--- src/rtl/washer_plant_monitor.sv ---
// Closed-loop plant model and protocol checker for the washing-machine controller:
// models drum level, tracks the programme sequence, flags illegal command sequences.
module washer_plant_monitor #(
    parameter int unsigned LEVEL_W    = 8,
    parameter int unsigned FULL_LEVEL = 200,
    parameter int unsigned FILL_RATE  = 4,
    parameter int unsigned DRAIN_RATE = 8,
    parameter int unsigned CNT_W      = 16
) (
    input  logic               clk,
    input  logic               reset_n,
    input  logic               fill_valve,
    input  logic               motor_wash,
    input  logic               motor_spin,
    input  logic               done,
    input  logic               clear_err,
    output logic [LEVEL_W-1:0] water_level,
    output logic               level_full,
    output logic               drum_empty,
    output logic [2:0]         phase,
    output logic [CNT_W-1:0]   agitate_len,
    output logic [CNT_W-1:0]   cycles_done,
    output logic               underfill_warn,
    output logic               err,
    output logic [2:0]         err_code
);

    typedef enum logic [2:0] {
        IDLE    = 3'd0,
        FILL    = 3'd1,
        AGITATE = 3'd2,
        SPIN    = 3'd3,
        DONE    = 3'd4,
        FAULT   = 3'd7
    } phase_t;

    localparam logic [LEVEL_W-1:0] LEVEL_MAX = '1;
    localparam logic [CNT_W-1:0]   CNT_MAX   = '1;

    phase_t              state;
    logic [LEVEL_W-1:0]  level;
    logic [LEVEL_W-1:0]  level_next;
    logic [LEVEL_W:0]    level_up;
    logic [CNT_W-1:0]    agit_cnt;
    logic [2:0]          n_cmd;
    logic                is_none;
    logic                overlap;
    logic [2:0]          new_code;
    logic                new_err;

    // Level model: spin drains and takes priority over fill; both saturate.
    always_comb begin
        level_up   = {1'b0, level} + (LEVEL_W+1)'(FILL_RATE);
        level_next = level;
        if (motor_spin)
            level_next = (level < LEVEL_W'(DRAIN_RATE)) ? '0 : level - LEVEL_W'(DRAIN_RATE);
        else if (fill_valve)
            level_next = (level_up > {1'b0, LEVEL_MAX}) ? LEVEL_MAX : level_up[LEVEL_W-1:0];
    end

    assign n_cmd   = 3'(fill_valve) + 3'(motor_wash) + 3'(motor_spin) + 3'(done);
    assign is_none = (n_cmd == 3'd0);
    assign overlap = (n_cmd > 3'd1);

    always_comb begin
        new_code = 3'd0;
        if (overlap)
            new_code = 3'd1;
        else begin
            case (state)
                IDLE:    if (!is_none && !fill_valve)      new_code = 3'd2;
                FILL:    if (!(fill_valve || motor_wash)) new_code = 3'd2;
                AGITATE: if (!(motor_wash || motor_spin)) new_code = 3'd2;
                SPIN:    if (!(motor_spin || done))       new_code = 3'd2;
                DONE:    if (done)                        new_code = 3'd3;
                         else if (!is_none)               new_code = 3'd2;
                default: new_code = 3'd0;
            endcase
        end
    end

    assign new_err = (new_code != 3'd0);

    always_ff @(posedge clk or negedge reset_n) begin
        if (!reset_n) begin
            state          <= IDLE;
            level          <= '0;
            agit_cnt       <= '0;
            agitate_len    <= '0;
            cycles_done    <= '0;
            underfill_warn <= 1'b0;
            err            <= 1'b0;
            err_code       <= 3'd0;
        end else begin
            level <= level_next;
            if (clear_err && (state != FAULT || is_none))
                underfill_warn <= 1'b0;

            if (new_err) begin
                state <= FAULT;
                err   <= 1'b1;
                // clear_err in the same cycle re-arms the first-error latch for the new cause
                if (!err || clear_err)
                    err_code <= new_code;
            end else begin
                case (state)
                    IDLE: if (fill_valve) state <= FILL;
                    FILL: if (motor_wash) begin
                        state    <= AGITATE;
                        agit_cnt <= CNT_W'(1);
                        if (!level_full)
                            underfill_warn <= 1'b1;
                    end
                    AGITATE: begin
                        if (motor_wash && agit_cnt != CNT_MAX)
                            agit_cnt <= agit_cnt + CNT_W'(1);
                        if (motor_spin) begin
                            state       <= SPIN;
                            agitate_len <= agit_cnt;
                        end
                    end
                    SPIN: if (done) state <= DONE;
                    DONE: if (is_none) begin
                        state       <= IDLE;
                        cycles_done <= cycles_done + CNT_W'(1);
                    end
                    FAULT: if (clear_err) begin
                        err      <= 1'b0;
                        err_code <= 3'd0;
                        if (is_none)
                            state <= IDLE;
                    end
                    default: state <= FAULT;
                endcase
            end
        end
    end

    assign water_level = level;
    assign level_full  = (level >= LEVEL_W'(FULL_LEVEL));
    assign drum_empty  = (level == '0);
    assign phase       = state;

endmodule
--- config.mk ---
export PLATFORM = sky130hd
export DESIGN_NAME = washer_plant_monitor
export DESIGN_NICKNAME = d
export VERILOG_FILES = /design/src/rtl/washer_plant_monitor.sv
export SDC_FILE = /design/constraint.sdc
export NUM_CORES = 1
export LEC_CHECK = 0
export CAP_MARGIN = 10
export CORE_MARGIN = 2
export CORE_UTILIZATION = 50
export DETAILED_ROUTE_END_ITERATION = 10
export PLACE_DENSITY = 0.75
export SYNTH_ARGS = -nofsm -noshare
export SYNTH_HDL_FRONTEND = slang
export SYNTH_SLANG_ARGS = --single-unit
--- constraint.sdc ---
create_clock -name clk -period 3.6 [get_ports clk]
set_clock_uncertainty 0.15 [all_clocks]
set_input_delay 0.36 -clock clk [delete_from_list [all_inputs] [get_ports clk]]
set_output_delay 0.36 -clock clk [all_outputs]
set_load 0.005 [all_outputs]
==> impl_metrics.csv <==
group,metric,value,unit
outcome,status,"completed",
final_layout,fin_nets,439,
sta,setup_tns,0,ps
cts,cts_setup_buffers,0,
sta,finalCriticalPeriod,3290,ps
synth,syn-instance-count,351,
final_layout,regArea,1550,µm²
sta,period_share,91.4,%
route,drt_iter0_markers,162,
pwr,power,1.93,mW
synth,async_reset_ff_share,100,%
flow_run,cap_violations,0,
placed_design,post-place-ws,-53.3,ps
critical_path,rrSetupSlack,880,ps
placed_design,place_area,4200,µm²
cts,clockBufferDepth,2,
final_layout,drive_gt1_share,15.8,%
grt,grt_pass1_wl,13600,µm
synth,synth-simple-area-share,20.5,%
sta,slew_headroom,50.9,%
pwr,power_density,434,nW/µm²
cts,cts.sinks,62,
floorplanning,io_pins,57,
hold_path,holdCritPathClass,"flip-flop to flip-flop",
route,dr.pass1.iters,4,
final_layout,fill_cells,551,
synth,yosys_warnings,0,
grt,grt_pass1_vias,2879,
grt,grt_use_total,22.7,%
pwr,p_leak,1.91,nW
sta,hold_viol_final,0,
route,vias,2960,
critical_path,reg2reg_to,"agit_cnt[8]",
synth,yosysTopAreaCell,"dfrtp_1",
pwr,worst_ir_drop_vdd,0.000307,V
sta,max_freq,304,MHz
grt,grt_max_degree,33,
route,vias_per_cell,5.70,
synth,synth_top_family_by_area,"simple AND/OR/NAND/NOR gates",
synth,synth_xor_area_share,5.00,%
cts,post_cts_resized,0,
cts,numCtsBuffers,9,
final_layout,post-route-util,65.3,%
floorplanning,die_w,87.7,µm
critical_path,required,3720,ps
synth,synth-seq-cells,62,
synth,synth_edf_count,0,
sta,setup_ws,310,ps
critical_path,rr_worst_depth,6,
final_layout,fin_cells,519,
cts,clk-insertion-delay-late,350,ps
route,ant_nets,0,
cts,cts-root-buf,"clkbuf_8",
synth,synth_fa_ha_area_share,4.86,%
synth,yosysTopAreaCellShare,44.3,%
floorplanning,row_count,30,
critical_path,startpoint_type,"primary input",
critical_path,crit-reg2reg-launch,"phase[1]",
final_layout,fin_area,4430,µm²
placed_design,port-buffer-count,55,
synth,seq_area_frac_synth,44.3,%
sta,finalSetupViolCount,0,
critical_path,arrival,3410,ps
cts,cts_tree,"done",
placed_design,hpwlAfterDp,5630,µm
placed_design,dp.cells,503,
sta,hold_ws,333,ps
floorplanning,coreArea,6790,µm²
cts,clk_pin_slew,60,ps
synth,synth_flop_cell,"dfrtp_1",
final_layout,final_common_cell,"dfrtp_1",
critical_path,cp_max_fo,8,
final_layout,area_growth,26.6,%
sta,final_max_slew_viol_count,0,
route,wl_per_cell,15.4,µm
grt,antenna_found_initial,0,
route,wl,8000,µm
placed_design,place.gp.congestion,0.864,
final_layout,diodes,0,
critical_path,crit_path_end_kind,"flip-flop",
synth,synth_area_leaders,"dfrtp_1 (44%), mux2_2 (5.5%), ha_1 (4.3%), nand3_1 (3.6%), nand2_1 (3.1%)",
final_layout,multiInputGateArea,1780,µm²
sta,rsz0062_at_grt,"false",
synth,synth_area,3500,µm²
critical_path,startpoint,"fill_valve",
floorplanning,die_h,87.7,µm
route,drc,0,
synth,syn-num-nets,371,
floorplanning,start_util,51.5,%
cts,htree_levels,3,
final_layout,final_cell_mix,"dfrtp_1 (62), clkdlybuf4s50_1 (54), nand2_1 (29)",
critical_path,criticalPathCategory,"primary input to flip-flop",
floorplanning,die_area,7690,µm²
synth,yosysUniqueCellTypes,56,
synth,synth-compound-area-share,13.8,%
sta,tightest_slew,736,ps
synth,synth_area_per_cell,9.98,µm²
synth,synthMuxAreaShare,6.68,%
critical_path,cp-endpoint,"agit_cnt[3]",
grt,globalRoute.totalOverflow,0,
worst max-delay path: stages:
cell             delay (ps)
clkdlybuf4s50_1         480
inv_1                    80
fa_1                    530
inv_1                    40
ha_1                    180
inv_1                    60
ha_1                    230
a2111o_1                360
o2111ai_2               100
nand3_1                 270
or4_1                   560
a21oi_1                 160
synthesized netlist by cell type (6+ instances only):
cell type,n
a21oi_1,11
clkbuf_1,9
dfrtp_1,62
ha_1,12
inv_1,14
mux2_2,17
nand2_1,29
nand3_1,25
nand4_1,15
nor2_1,20
o21ai_0,17
o31ai_1,12
or4_1,6
xnor2_1,11
xor2_1,9
logic make-up after synthesis:
family | Yosys count
mux | 20
flops | 62
simple gates | 133
buf+inv | 33
fa+ha+maj | 13
other cells | 1
xor+xnor | 20
compound gates | 69
timing repair:
| action | CTS | global route |
|---|---|---|
| hold endpoints to repair | 31 | 0 |
| endpoints found under the setup margin | 0 | 0 |
| hold buffers | 1 | 0 |
power breakdown:
part / internal [mW] / switching, mW / leakage [nW]
Sequential: 0.740 / 0.0961 / 0.828
Combinational: 0.214 / 0.190 / 0.964
Clock: 0.421 / 0.265 / 0.115
area by class of cell:
| cell class | instances | area share [%] |
|---|---|---|
| multi-input combinational | 256 | 40.2 |
| clock buffer | 11 | 3.41 |
| tap | 96 | 2.71 |
| sequential | 62 | 35.0 |
| clock inverter | 4 | 1.58 |
| timing repair buffer | 76 | 15.9 |
| inverter | 14 | 1.19 |
state kept, by name, indices dropped and copies added, names as in the netlist:
register and flops:
agit_cnt 16, err_code 2, err 1, underfill_warn 1, water_level 7, agitate_len 16, phase 3, cycles_done 16
worst min-delay path by stage:
stage                                  to            start  slack, ps  cells past startpoint
after floorplan               agit_cnt[0]          reset_n        -90                      0
after global placement     cycles_done[5]          reset_n        310                      1
after detailed placement   cycles_done[5]          reset_n        320                      1
after CTS                 cycles_done[15]  cycles_done[15]        340                      1
after global routing      cycles_done[15]  cycles_done[15]        360                      1
final                     cycles_done[15]  cycles_done[15]        330                      1
metal layers:
metal / GRT usage (%) / vias to the layer above / part of all wire (%)
li1: - / 1421 / -
met1: 30.2 / 1433 / 46
met2: 35.1 / 94 / 47
met3: 6.31 / 12 / 5.3
met4: 9.37 / 0 / 1.5
met5: 0 / - / 0
(Power assumes the default switching activity.)
